### config.mk
export PLATFORM = sky130hd
export DESIGN_NAME = pong_engine
export DESIGN_NICKNAME = d
export VERILOG_FILES = /design/src/rtl/pong_pkg.sv /design/src/rtl/paddle_mover.sv /design/src/rtl/pong_engine.sv
export SDC_FILE = /design/constraint.sdc
export NUM_CORES = 1
export LEC_CHECK = 0
export CAP_MARGIN = 0
export CORE_MARGIN = 3
export CORE_UTILIZATION = 30
export CTS_BUF_LIST = sky130_fd_sc_hd__clkbuf_8 sky130_fd_sc_hd__clkbuf_16
export CTS_CLUSTER_SIZE = 16
export DETAILED_ROUTE_END_ITERATION = 8
export PLACE_DENSITY = 0.57
export SYNTH_ARGS = -nofsm -noshare
export SYNTH_HDL_FRONTEND = slang
export SYNTH_SLANG_ARGS = --single-unit
### constraint.sdc
create_clock -name clk -period 3.1 [get_ports clk]
set_input_delay 0.62 -clock clk [delete_from_list [all_inputs] [get_ports clk]]
set_output_delay 0.62 -clock clk [all_outputs]
set_load 0.02 [all_outputs]
### src/rtl/pong_pkg.sv
// Shared encodings and default playfield geometry for the pong game controller.
// All coordinates are 11-bit pixel positions; arithmetic on them is done at 12 bits.
package pong_pkg;

    typedef enum logic [1:0] {
        ST_IDLE  = 2'd0,
        ST_SERVE = 2'd1,
        ST_PLAY  = 2'd2,
        ST_OVER  = 2'd3
    } state_t;

    // POS means rightwards on x and downwards on y.
    typedef enum logic {
        DIR_POS = 1'b0,
        DIR_NEG = 1'b1
    } dir_t;

    localparam int unsigned COORD_W          = 11;
    localparam int unsigned SCORE_W          = 6;

    localparam int unsigned DEF_SCREEN_W     = 800;
    localparam int unsigned DEF_SCREEN_H     = 600;
    localparam int unsigned DEF_BALL_SIZE    = 8;
    localparam int unsigned DEF_PAD_W        = 8;
    localparam int unsigned DEF_PAD_H        = 64;
    localparam int unsigned DEF_PAD_L_X      = 16;
    localparam int unsigned DEF_PAD_R_X      = 776;
    localparam int unsigned DEF_BALL_SPEED   = 2;
    localparam int unsigned DEF_PAD_SPEED    = 4;
    localparam int unsigned DEF_SERVE_FRAMES = 60;
    localparam int unsigned DEF_WIN_SCORE    = 15;

endpackage

### src/rtl/paddle_mover.sv
// One paddle: moves its top edge by PAD_SPEED per enabled frame, clamped to
// the playfield. Both or neither button held leaves the paddle where it is.
module paddle_mover
    import pong_pkg::*;
#(
    parameter int unsigned PAD_H     = DEF_PAD_H,
    parameter int unsigned SCREEN_H  = DEF_SCREEN_H,
    parameter int unsigned PAD_SPEED = DEF_PAD_SPEED
) (
    input  logic               clk,
    input  logic               rst,
    input  logic               en,
    input  logic               up,
    input  logic               down,
    output logic [COORD_W-1:0] y
);

    localparam logic [11:0]        Y_MAX  = 12'(SCREEN_H - PAD_H);
    localparam logic [11:0]        SPD    = 12'(PAD_SPEED);
    localparam logic [COORD_W-1:0] Y_INIT = COORD_W'((SCREEN_H - PAD_H) / 2);

    logic [11:0]        y_wide;
    logic [COORD_W-1:0] y_next;

    assign y_wide = {1'b0, y};

    // NOTE: y_next gets its hold value before any branch, so no path leaves it
    // unassigned and no latch is inferred.
    always_comb begin
        y_next = y;
        if (en && up && !down) begin
            y_next = (y_wide <= SPD) ? '0 : COORD_W'(y_wide - SPD);
        end else if (en && down && !up) begin
            y_next = (y_wide + SPD >= Y_MAX) ? COORD_W'(Y_MAX) : COORD_W'(y_wide + SPD);
        end
    end

    // NOTE: registers are written with <= so every flop samples pre-edge values.
    always_ff @(posedge clk) begin
        if (rst) begin
            y <= Y_INIT;
        end else begin
            y <= y_next;
        end
    end

endmodule

### src/rtl/pong_engine.sv
// Frame-rate pong controller: game FSM, ball motion with paddle/wall handling,
// and scoring. State only advances on an unpaused frame_tick.
module pong_engine
    import pong_pkg::*;
#(
    parameter int unsigned SCREEN_W     = DEF_SCREEN_W,
    parameter int unsigned SCREEN_H     = DEF_SCREEN_H,
    parameter int unsigned BALL_SIZE    = DEF_BALL_SIZE,
    parameter int unsigned PAD_W        = DEF_PAD_W,
    parameter int unsigned PAD_H        = DEF_PAD_H,
    parameter int unsigned PAD_L_X      = DEF_PAD_L_X,
    parameter int unsigned PAD_R_X      = DEF_PAD_R_X,
    parameter int unsigned BALL_SPEED   = DEF_BALL_SPEED,
    parameter int unsigned PAD_SPEED    = DEF_PAD_SPEED,
    parameter int unsigned SERVE_FRAMES = DEF_SERVE_FRAMES,
    parameter int unsigned WIN_SCORE    = DEF_WIN_SCORE
) (
    input  logic               clk,
    input  logic               rst,
    input  logic               frame_tick,
    input  logic               start,
    input  logic               pause,
    input  logic               btn_l_up,
    input  logic               btn_l_dn,
    input  logic               btn_r_up,
    input  logic               btn_r_dn,
    output logic [COORD_W-1:0] ball_x,
    output logic [COORD_W-1:0] ball_y,
    output logic [COORD_W-1:0] pad_l_y,
    output logic [COORD_W-1:0] pad_r_y,
    output logic [SCORE_W-1:0] score_l,
    output logic [SCORE_W-1:0] score_r,
    output logic               game_over,
    output logic [1:0]         state
);

    localparam int unsigned CNT_W = $clog2(SERVE_FRAMES + 1);

    localparam logic [11:0] SPD    = 12'(BALL_SPEED);
    localparam logic [11:0] BALL12 = 12'(BALL_SIZE);
    localparam logic [11:0] PADH12 = 12'(PAD_H);
    localparam logic [11:0] X_MAX  = 12'(SCREEN_W - BALL_SIZE);
    localparam logic [11:0] Y_MAX  = 12'(SCREEN_H - BALL_SIZE);
    localparam logic [11:0] L_FACE = 12'(PAD_L_X + PAD_W);
    localparam logic [11:0] R_FACE = 12'(PAD_R_X - BALL_SIZE);

    localparam logic [COORD_W-1:0] BALL_X0 = COORD_W'((SCREEN_W - BALL_SIZE) / 2);
    localparam logic [COORD_W-1:0] BALL_Y0 = COORD_W'((SCREEN_H - BALL_SIZE) / 2);
    localparam logic [CNT_W-1:0]   SERVE_N = CNT_W'(SERVE_FRAMES);
    localparam logic [SCORE_W-1:0] WIN_N   = SCORE_W'(WIN_SCORE);

    state_t             state_q, state_n;
    dir_t               dx_q, dx_n, dy_q, dy_n, serve_q, serve_n;
    logic [CNT_W-1:0]   cnt_q, cnt_n, cnt_inc;
    logic [COORD_W-1:0] ball_x_n, ball_y_n;
    logic [SCORE_W-1:0] score_l_n, score_r_n, score_l_inc, score_r_inc;

    logic               tick, move_en;
    logic [11:0]        x_wide, y_wide, pl_wide, pr_wide;
    logic               overlap_l, overlap_r, hit_l, hit_r, miss_l, miss_r;
    logic [COORD_W-1:0] x_step, y_step;
    dir_t               dx_step, dy_step;

    assign tick    = frame_tick && !pause;
    assign move_en = tick && (state_q == ST_SERVE || state_q == ST_PLAY);
    assign state   = state_q;

    paddle_mover #(.PAD_H(PAD_H), .SCREEN_H(SCREEN_H), .PAD_SPEED(PAD_SPEED)) u_pad_l (
        .clk  (clk),
        .rst  (rst),
        .en   (move_en),
        .up   (btn_l_up),
        .down (btn_l_dn),
        .y    (pad_l_y)
    );

    paddle_mover #(.PAD_H(PAD_H), .SCREEN_H(SCREEN_H), .PAD_SPEED(PAD_SPEED)) u_pad_r (
        .clk  (clk),
        .rst  (rst),
        .en   (move_en),
        .up   (btn_r_up),
        .down (btn_r_dn),
        .y    (pad_r_y)
    );

    // Hit tests read the registered (pre-tick) paddle positions.
    assign x_wide  = {1'b0, ball_x};
    assign y_wide  = {1'b0, ball_y};
    assign pl_wide = {1'b0, pad_l_y};
    assign pr_wide = {1'b0, pad_r_y};

    assign overlap_l = (y_wide + BALL12 > pl_wide) && (y_wide < pl_wide + PADH12);
    assign overlap_r = (y_wide + BALL12 > pr_wide) && (y_wide < pr_wide + PADH12);

    assign hit_l  = (dx_q == DIR_NEG) && (x_wide <= L_FACE + SPD) && (x_wide >= L_FACE) && overlap_l;
    assign hit_r  = (dx_q == DIR_POS) && (x_wide + SPD >= R_FACE) && (x_wide <= R_FACE) && overlap_r;
    assign miss_l = (dx_q == DIR_NEG) && !hit_l && (x_wide <= SPD);
    assign miss_r = (dx_q == DIR_POS) && !hit_r && (x_wide + SPD >= X_MAX);

    always_comb begin
        y_step  = ball_y;
        dy_step = dy_q;
        if (dy_q == DIR_NEG) begin
            if (y_wide <= SPD) begin
                y_step  = '0;
                dy_step = DIR_POS;
            end else begin
                y_step = COORD_W'(y_wide - SPD);
            end
        end else if (y_wide + SPD >= Y_MAX) begin
            y_step  = COORD_W'(Y_MAX);
            dy_step = DIR_NEG;
        end else begin
            y_step = COORD_W'(y_wide + SPD);
        end
    end

    // On a miss the x step value is discarded, so the left-side wrap is harmless.
    always_comb begin
        x_step  = ball_x;
        dx_step = dx_q;
        if (hit_l) begin
            x_step  = COORD_W'(L_FACE);
            dx_step = DIR_POS;
        end else if (hit_r) begin
            x_step  = COORD_W'(R_FACE);
            dx_step = DIR_NEG;
        end else if (dx_q == DIR_NEG) begin
            x_step = COORD_W'(x_wide - SPD);
        end else begin
            x_step = COORD_W'(x_wide + SPD);
        end
    end

    assign cnt_inc     = cnt_q + 1'b1;
    assign score_l_inc = score_l + 1'b1;
    assign score_r_inc = score_r + 1'b1;

    always_comb begin
        state_n   = state_q;
        dx_n      = dx_q;
        dy_n      = dy_q;
        serve_n   = serve_q;
        cnt_n     = cnt_q;
        ball_x_n  = ball_x;
        ball_y_n  = ball_y;
        score_l_n = score_l;
        score_r_n = score_r;
        unique case (state_q)
            ST_IDLE: begin
                ball_x_n = BALL_X0;
                ball_y_n = BALL_Y0;
                if (start) begin
                    state_n = ST_SERVE;
                    cnt_n   = '0;
                end
            end
            ST_SERVE: begin
                ball_x_n = BALL_X0;
                ball_y_n = BALL_Y0;
                if (tick) begin
                    cnt_n = cnt_inc;
                    if (cnt_inc == SERVE_N) begin
                        state_n = ST_PLAY;
                        dx_n    = serve_q;
                    end
                end
            end
            ST_PLAY: begin
                if (tick) begin
                    if (miss_l || miss_r) begin
                        ball_x_n = BALL_X0;
                        ball_y_n = BALL_Y0;
                        cnt_n    = '0;
                        if (miss_l) begin
                            score_r_n = score_r_inc;
                            serve_n   = DIR_NEG;
                            state_n   = (score_r_inc == WIN_N) ? ST_OVER : ST_SERVE;
                        end else begin
                            score_l_n = score_l_inc;
                            serve_n   = DIR_POS;
                            state_n   = (score_l_inc == WIN_N) ? ST_OVER : ST_SERVE;
                        end
                    end else begin
                        ball_x_n = x_step;
                        dx_n     = dx_step;
                        ball_y_n = y_step;
                        dy_n     = dy_step;
                    end
                end
            end
            ST_OVER: begin
                if (start) begin
                    score_l_n = '0;
                    score_r_n = '0;
                    cnt_n     = '0;
                    state_n   = ST_SERVE;
                end
            end
            default: state_n = ST_IDLE;
        endcase
    end

    always_ff @(posedge clk) begin
        if (rst) begin
            state_q   <= ST_IDLE;
            dx_q      <= DIR_POS;
            dy_q      <= DIR_POS;
            serve_q   <= DIR_POS;
            cnt_q     <= '0;
            ball_x    <= BALL_X0;
            ball_y    <= BALL_Y0;
            score_l   <= '0;
            score_r   <= '0;
            game_over <= 1'b0;
        end else begin
            state_q   <= state_n;
            dx_q      <= dx_n;
            dy_q      <= dy_n;
            serve_q   <= serve_n;
            cnt_q     <= cnt_n;
            ball_x    <= ball_x_n;
            ball_y    <= ball_y_n;
            score_l   <= score_l_n;
            score_r   <= score_r_n;
            game_over <= (state_n == ST_OVER);
        end
    end

endmodule

# Yosys cells after proc, flatten, opt, wreduce, memory -nomap -nowiden
# Cells that the tools add are included.
# totals
ff_bits,68
latch_bits,0
mem_bits_rw,0
romBits,0
input_bits,9
output_inout_bits,59
wordCells,160
memories,0
# op_classes
n_addsub,14
multipliers,0
n_div,0
n_lt_le_gt_ge,16
n_eq_ne,17
shift,0
n_mux,53
bitwise,2
reduce_logical,46
# ops
operator,count
$mux W11,18
$ge A12 B10 Y1 const B,5
$mux W6,10
$pmux W11 S2,2
$add A11 B2 Y12 const B,2
$add A11 B3 Y12 const B,2
$add A11 B7 Y12 const B,2
$gt A12 B11 Y1,2
$lt A11 B12 Y1,2
$pmux W6 S2,2
$le A11 B2 Y1 const B,2
$le A11 B3 Y1 const B,2
$logic_and A1 B1 Y1,22
$sub A11 B2 Y11 const B,2
$sub A11 B3 Y11 const B,2
$add A6 B1 Y6 const B,3
$pmux W6 S3,1
$mux W2,8
$add A11 B4 Y12 const B,1
$eq A6 B4 Y1 const B,2
$ne A2 B2 Y1 const B,6
$ge A11 B5 Y1 const B,1
$le A11 B10 Y1 const B,1
$le A11 B5 Y1 const B,1
other kinds (19),47

# Longest topological paths before layout
# Gate-level depths: netlist (run 1).
# logic_depth
ltp_word,13
depth_mapped,14
depth_no_buf,13

# Modules after synthesis
# Synthesis (run 1) repeated with hierarchy kept, for this count alone.
# unflattened
cells_unflattened,836
area_unflattened_um2,6422.4
# by_module_without_submodules
module,instances,cells_per_inst,area_each_um2,seq_area_each_um2
pong_engine,1,588,4490.6,880.8
paddle_mover,2,124,965.9,180.2

# Worst setup path before layout (run 1)
# Ideal clock, no wire load.
# synth_timing
kind,register -> register
from,register ball_y[5]
to,register cnt_q[2]
setup_time_ps,117
arrival_time_ps,3439
required_time_ps,2983
slack_ps,-457
path_stages_with_launch,14
n_path_buf,2
synth_period_minus_slack_ps,3557
path_cell_list,dfxtp_1 clkbuf_1 clkbuf_1 nand3_1 xnor2_1 ha_1 nand4_1 nor4_1 o22ai_1 nor2_1 nor3_1 o31ai_1 o21ai_0 a32o_1
# synth_via
elab_chain_len,10
elab_cells_between_ends,18
classes_between,1 x add/sub; 4 x order compare; 1 x eq/ne; 12 x reduce/logical
# synth_lines
element,line,rtl
from (decl),pong_engine.sv:28,"output logic [COORD_W-1:0] ball_y,"
from (signal assigned),pong_engine.sv:223,ball_y <= ball_y_n;
$add A11 B4 Y12,"pong_engine.sv:92, pong_engine.sv:93",
$gt A12 B11 Y1 (on tied branches),"pong_engine.sv:92, pong_engine.sv:93",
$logic_and A1 B1 Y1 (on tied branches),"pong_engine.sv:92, pong_engine.sv:93",
$logic_and A1 B1 Y1 (on tied branches),"pong_engine.sv:95, pong_engine.sv:96",
$logic_not A1 Y1 (on tied branches),"pong_engine.sv:97, pong_engine.sv:98",
$logic_and A1 B1 Y1 (on tied branches) (2 in a row),"pong_engine.sv:97, pong_engine.sv:98",
$logic_or A1 B1 Y1 *,pong_engine.sv:171,if (miss_l || miss_r) begin
$ne A2 B1 Y1 (no line) *,-,
$reduce_and A4 Y1 (no line) *,-,
to (signal assigned),pong_engine.sv:221,cnt_q <= cnt_n;
to (decl),pong_engine.sv:54,"logic [CNT_W-1:0] cnt_q, cnt_n, cnt_inc;"
# Every way passes the cells marked *; elsewhere a longest branch is shown, timed or not.
# A chain may end at the register's enable or synchronous reset.

# Worst setup path in the final report (run 1)
# layout_timing
from,register ball_y[8]
to,register ball_y[7]
# layout_via
elab_chain_len,11
elab_cells_between_ends,25
classes_between,2 x add/sub; 6 x order compare; 6 x mux; 11 x reduce/logical
# layout_lines
element,line,rtl
$add A11 B4 Y12,"pong_engine.sv:92, pong_engine.sv:93",
$gt A12 B11 Y1 (on tied branches),"pong_engine.sv:92, pong_engine.sv:93",
$logic_and A1 B1 Y1 (on tied branches),"pong_engine.sv:92, pong_engine.sv:93",
$logic_and A1 B1 Y1 (on tied branches),"pong_engine.sv:95, pong_engine.sv:96",
$logic_not A1 Y1 (on tied branches),"pong_engine.sv:97, pong_engine.sv:98",
$logic_and A1 B1 Y1 (on tied branches) (2 in a row),"pong_engine.sv:97, pong_engine.sv:98",
$logic_or A1 B1 Y1,pong_engine.sv:171,
$mux W11 *,pong_engine.sv:171,
$mux W11 *,pong_engine.sv:170,if (tick) begin
$pmux W11 S2 *,pong_engine.sv:149,unique case (state_q)
# Every way passes the cells marked *; elsewhere a longest branch is shown, timed or not. The select of a mux whose other input is x is not followed.

==> results of run 1 <==
==> worst register-to-register path, cell delays in order (launching register included) <==
cell and delay, ns:
dfxtp_4 0.34, and4_4 0.26, nand2_4 0.06, nor2_4 0.07, xor2_1 0.20, ha_1 0.31, nand3_4 0.11, nor4_4 0.06
buf_4 0.14, a211oi_4 0.25, o2111ai_2 0.15, o211ai_2 0.32, nand2_2 0.16, or4_1 0.51, a21oi_1 0.13
==> sequential cells by signal, indices dropped and copies added, names as in the netlist <==
| register | count |
|---|---|
| ball_x | 10 |
| u_pad_r.y | 9 |
| ball_y | 10 |
| dy_q | 1 |
| dx_q | 1 |
| game_over | 1 |
| score_l | 6 |
| u_pad_l.y | 9 |
| state | 2 |
| score_r | 6 |
| serve_q | 1 |
| cnt_q | 6 |
==> power groups by stage <==
stage,combinational (uW),clock (uW),sequential (uW)
final,1060,1130,885
after detailed placement,978,0,903
after global placement,983,0,901
after floorplan,573,0,935
after CTS,1010,1160,883
after global routing,1160,1180,892
==> stage by stage <==
stage               instances  total power (uW)
finish                   1240              3070
global route             1240              3240
CTS                      1234              3050
detailed placement       1214              1880
global placement         1214              1880
floorplan                 836              1510
==> cell families (layout without fill, tap and decap cells) <==
family	after synthesis	after routing
muxes	7	7
other	1	6
and+or+nand+nor	334	334
xor gates and xnor gates	27	27
AOI/OAI and AO/OA	243	243
DFF	62	62
adders and majority gates	62	62
buffers and inverters	95	234
==> routing by layer <==
metal | global-route usage, % | up-vias | share of wire, %
li1 | - | 3356 | -
met1 | 23.9 | 3128 | 46
met2 | 29.0 | 207 | 48
met3 | 2.70 | 15 | 4.7
met4 | 4.30 | 0 | 0.84
met5 | 0 | - | 0
==> layout by cell type, fill, tap and decap left out, types with 5 or more instances in the layout <==
master           synthesis  final
dfxtp_1                 62     56
nand2_1                 83     79
xnor2_1                 16     14
or4_1                   10      9
xor2_1                  11      9
and2_1                   9      9
a31oi_1                 15     15
a21o_1                   7      7
mux2i_1                  7      7
nor2_1                  74     71
nor3b_1                  7      6
a21oi_1                 56     55
or3_1                    9      9
buf_6                    2      6
clkdlybuf4s50_1          0     60
nand3_1                 41     39
clkbuf_16                0      9
o211ai_1                 8      8
o22ai_1                 11     10
nor2b_1                 12     12
nor3_1                  26     23
o221ai_1                 5      5
a211oi_1                11      9
nand4_1                 14     14
o21ai_0                 54     54
o31ai_1                 10      9
nand2b_1                 9      9
ha_1                    62     60
conb_1                   1      6
nor4_1                   9      8
inv_1                   43     43
a22oi_1                  6      6
dfxtp_4                  0      5
buf_4                    6    108
a32o_1                   7      7
and3_1                   9      9
==> cell usage after synthesis (all sizes together), types with 3 or more instances <==
cell      n
mux2i     7
o21ai    55
o221ai    5
o21a      3
a21o      7
a31oi    15
a21oi    57
nand4    14
ha       62
a211oi   11
nor2b    12
or4      12
buf      10
and4      5
o211ai    9
a22oi     6
inv      44
nor3     26
or3       9
a32o      7
clkbuf   41
nor3b     7
o22ai    11
xnor2    16
a21boi    3
nor4b     3
nor2     74
o31ai    10
a32oi     3
a211o     4
nand3    41
nand3b    3
o31a      4
nand2    84
xor2     11
a221oi    4
and3     11
a2111oi   3
nand2b    9
dfxtp    62
a221o     4
a41oi     3
and2      9
nor4     10
==> cell type report <==
type                            instances  share of cell area, %
Timing Repair Buffer                  175                   18.0
Inverter                               44                   2.01
Sequential cell                        62                   15.3
Tap cell                              265                   4.03
Multi-Input combinational cell        679                   56.7
Clock buffer                           10                   2.90
Clock inverter                          5                   1.02
==> what timing repair did <==
action	4_1_cts	5_1_grt
pin swaps	10	26
setup buffers	5	6
resized for setup	14	32
setup endpoints to repair	30	33
hold buffers	0	0
==> final timing paths <==
| path | from | to | slack [ns] | cells past startpoint |
|---|---|---|---|---|
| worst max-delay path | ball_y[8]$_SDFFE_PP1P_ | ball_y[7]$_SDFFE_PP0P_ | -0.05 | 14 |
| worst min-delay path | cnt_q[1]$_SDFFE_PP0P_ | cnt_q[1]$_SDFFE_PP0P_ | 0.49 | 2 |
| worst max register to register | ball_y[8]$_SDFFE_PP1P_ | ball_y[7]$_SDFFE_PP0P_ | -0.05 | 14 |
| worst min register to register | cnt_q[1]$_SDFFE_PP0P_ | cnt_q[1]$_SDFFE_PP0P_ | 0.49 | 2 |
==> out/results.ini, run 1 <==
[logic_synthesis]
synthXorXnorAreaFrac_pct=3.91
synth_area_sq_um=6040
synth-compound-area-share_pct=26.7
synth_enable_flop_cells=0
synth_top_area_share_pct=20.5
ys.flop_type=dfxtp_1
synth_cell_types=76
seq_area_frac_synth_pct=20.5
syn_inst=831
synth.area.mux_share_pct=1.16
avgSynthCellArea_sq_um=7.27
ys_ff_latch=62
yosys_warnings=0
synthSimpleGateAreaFrac_pct=28.2
synth_top_family_by_area=simple AND/OR/NAND/NOR gates
yosysTopAreaCell=dfxtp_1
synth_fa_ha_area_share_pct=12.8
synthTopCellsByArea=dfxtp_1, ha_1, nand2_1
async_flop_share_pct=0

[route]
vias=6706
drtIter0Drc=404
firstDrtPassIters=5
finalWirelength_um=20000
avgViaCountPerCell=5.41
wl_per_cell_um=16.1
route.detailed.drc=0
ant_nets=0

[clocking]
path_clk_slew_ns=0.06
numCtsBuffers=9
cts-root-buf=clkbuf_16
cts_buffer_depth=2
cts_sinks=62
h-tree-depth=3
clk_latency_ns=0.35
cts_tree=yes

[timing]
max_freq_ghz=0.317
rsz0062_at_grt=true
period_share_pct=102
hold_ws_ns=0.491
setup_ws_ns=-0.0497
max-slew-margin-rel_pct=61.0
final-setup-viol-count=6
maxSlewViolCount=0
tightestPinTransition_ns=0.583
skew_ns=0.00650
period_minus_slack_ns=3.15
finalSetupTns_ns=-0.126
hold_viol_final=0

[worst_setup_path]
start_kind=flip-flop
crit_slowest_cell=or4_1
cp_slowest_stage_delay_ns=0.51
crit_type=flip-flop to flip-flop
path_delay_family=simple AND/OR/NAND/NOR gates
path_buf_inv=1
worst_setup_path_end_kind=flip-flop
worstPathRequired_ns=3.37
cp_max_fo=5
worstPathCellList=and4_4 -> nand2_4 -> nor2_4 -> xor2_1 -> ha_1 -> nand3_4 -> nor4_4 -> buf_4 -> a211oi_4 -> o2111ai_2 -> o211ai_2 -> nand2_2 -> or4_1 -> a21oi_1
cp.arrival_ns=3.42

[final_layout]
seqCellArea_sq_um=1260
fin_util_pct=41.9
multiInputGateArea_sq_um=4660
syn_to_final_growth_pct=36.2
num_antenna_cells=0
nets=1042
nFillCells=2051
fin_area_sq_um=8230
layout-drive-gt1-share_pct=18.6

[floorplan]
die_height_um=148
dieArea_sq_um=21900
num_rows=51
core_sq_um=19700
initial_utilization_pct=30.7
io_pins=68
die_w_um=148

[power]
switching_share_pct=34.9
share_comb_of_total_power_pct=34.4
switchingPower_uw=1070
power_density_nw_per_um2=373
ir_worst_vdd_mv=0.274
leakage_uw=0.00320
clockPowerShare_pct=36.7
cellInternalPower_uw=2000
power_frac_seq_pct=28.8

[status]
violations=setup timing
outcome=finished, violations left

[global_routing]
antenna_found_initial=0
first_global_vias=6154
grt_pass1_wl_um=31500
track_usage_pct=17.5
grt_max_degree=46
gr-total-overflow=0

[place]
dp_slack_ns=-0.197
post_dp_cell_area_sq_um=7570
io_buffer_count=61
place.gp.congestion=0.895
dp_hpwl_um=14800

[run]
cap_violations=0

[worst_hold_path]
hp-class=flip-flop to flip-flop

(Power assumes the default switching activity.)
==> run 2: changes to the inputs <==
Settings changed: CORE_ASPECT_RATIO set to 0.9.
==> run 2 against run 1 <==
Net effect:
- critical endpoint is now score_l[5]$_SDFFE_PP0P_
- clock power fell by 4%
- critical path depth increased by 1
- via count up 2.0%
- clock skew up 0.0011 ns
- register-to-register slack about the same
- worst hold slack better by 0.00085 ns
- cell area shrank 0.85%
- the run still ends with setup timing left
- die area hardly changed
- global-route usage increased by 0.40 points
- maximum frequency down 0.29%
- combinational power is essentially flat
==> out/results.ini, run 2 (synthesized netlist as in run 1, its figures left out) <==
[status]
outcome=finished, violations left
violations=setup timing

[global_routing]
track_usage_pct=17.9
first_global_vias=6340
antenna_found_initial=0
grt_pass1_wl_um=32300
gr-total-overflow=0
grt_max_degree=46

[route]
route.detailed.drc=0
avgViaCountPerCell=5.64
firstDrtPassIters=4
vias=6843
wl_per_cell_um=16.6
finalWirelength_um=20100
drtIter0Drc=545
ant_nets=0

[place]
dp_hpwl_um=14800
io_buffer_count=61
post_dp_cell_area_sq_um=7440
place.gp.congestion=0.889
dp.cells=1184

[clocking]
numCtsBuffers=9
cts_tree=yes
path_clk_slew_ns=0.06
h-tree-depth=3
clk_latency_ns=0.35
cts.hold.buffers_added=0
cts-root-buf=clkbuf_16
cts_buffer_depth=2
cts_sinks=62

[final_layout]
syn_to_final_growth_pct=35.0
nFillCells=2020
fin_area_sq_um=8160
layout-drive-gt1-share_pct=18.7
fin_util_pct=41.9
layout_commonest_cell=buf_4
num_antenna_cells=0
layout_common_cells=buf_4, nand2_1, nor2_1
fin_cells=1213
reg_top3=ball_x (10), ball_y (10)
nets=1029

[timing]
rsz0062_at_grt=true
hold_viol_final=0
max_freq_ghz=0.317
final-setup-viol-count=4
tightestPinTransition_ns=0.590
skew_ns=0.00760
period_share_pct=102
period_minus_slack_ns=3.16
setup_ws_ns=-0.0590
max-slew-margin-rel_pct=60.2
maxSlewViolCount=0

[floorplan]
die_w_um=156
core_sq_um=19500
dieArea_sq_um=21900
die_height_um=141
initial_utilization_pct=31.1
io_pins=68
num_rows=48

[power]
power_uw=3030
ir_worst_vdd_mv=0.219
power_density_nw_per_um2=371
leakage_uw=0.00313

[worst_setup_path]
worst_path_most_repeated_cell=buf_4
worst_setup_path_end_kind=flip-flop
crit_type=flip-flop to flip-flop
startpoint=ball_y[5]$_SDFFE_PP1P_
r2r_setup_slack_ns=-0.06
worstPathRequired_ns=3.32
worstReg2RegEnd=score_l[5]$_SDFFE_PP0P_
cp_max_fo=8
crit_slowest_cell=dfxtp_4
ff2ff_path_depth=15
worstReg2RegStart=ball_y[5]$_SDFFE_PP1P_
cp_slowest_stage_delay_ns=0.35
crit_end=score_l[5]$_SDFFE_PP0P_
worstPathCellList=and4_4 -> nand2_2 -> xnor2_2 -> ha_1 -> nand3_4 -> nor4_4 -> buf_4 -> a211oi_4 -> o2111ai_2 -> o211ai_2 -> buf_4 -> a21oi_4 -> buf_6 -> mux2i_2 -> nor2_1
start_kind=flip-flop
cp.arrival_ns=3.38

[run]
cap_violations=0

[worst_hold_path]
hp-class=flip-flop to flip-flop

==> run 2: power by group <==
group | internal [uW] | total (uW) | switching (uW)
sequential | 832 | 887 | 55.4
combinational | 440 | 1060 | 621
clock | 650 | 1080 | 430
total | 1920 | 3030 | 1110
==> run 2: worst min path at each step <==
stage / start / to / slack, ns / depth (start not counted)
6_report: serve_q$_SDFFE_PP0P_ / serve_q$_SDFFE_PP0P_ / 0.49 / 2
5_1_grt: serve_q$_SDFFE_PP0P_ / serve_q$_SDFFE_PP0P_ / 0.52 / 2
4_1_cts: serve_q$_SDFFE_PP0P_ / serve_q$_SDFFE_PP0P_ / 0.49 / 2
3_5_place_dp: serve_q$_SDFFE_PP0P_ / serve_q$_SDFFE_PP0P_ / 0.48 / 2
3_3_place_gp: cnt_q[1]$_SDFFE_PP0P_ / cnt_q[1]$_SDFFE_PP0P_ / 0.48 / 2
2_1_floorplan: serve_q$_SDFFE_PP0P_ / serve_q$_SDFFE_PP0P_ / 0.45 / 2
==> run 2: metal layers <==
metal / vias to the layer above / part of all wire, % / global-route usage (%)
met5: - / 0 / 0
met4: 0 / 1.4 / 4.42
met3: 26 / 5.4 / 2.82
met2: 212 / 46 / 28.6
met1: 3271 / 47 / 25.2
li1: 3334 / - / -
==> run 2: repair_timing <==
action / 4_1_cts / 5_1_grt
buffers inserted: 2 / 11
pin swaps: 5 / 30
endpoints found under the setup margin: 32 / 36
endpoints found under the hold margin: 0 / 0
cloned: 0 / 0
resized for setup: 10 / 51
==> run 2: through the flow <==
step / TNS (ns) / setup slack [ns] / hold WS, ns
3_5_place_dp: -2.33 / -0.184 / 0.477
3_3_place_gp: -1.03 / -0.0997 / 0.484
6_report: -0.177 / -0.0590 / 0.492
4_1_cts: 0 / 0.00412 / 0.486
5_1_grt: -1.90 / -0.191 / 0.518
2_1_floorplan: -0.0150 / -0.00749 / 0.454
==> run 2: final cells by class <==
class	count	area, sq um	share of cell area (%)
Clock buffer	10	239	2.93
Clock inverter	6	70.1	0.859
Inverter	44	165	2.02
Multi-Input combinational cell	679	4720	57.8
Sequential cell	62	1260	15.5
Tap cell	250	313	3.83
Timing Repair Buffer	162	1390	17.0
==> run 2: critical path: cells and delay by family, from the launching register on <==
family                   cells  cell delay (ns)
AO/OA/AOI/OAI                4             0.68
flip-flops                   1             0.35
multiplexers                 1             0.19
adder cells (fa/ha/maj)      1             0.34
buffers and inverters        3             0.54
XOR/XNOR                     1             0.15
AND/OR/NAND/NOR              5             0.77
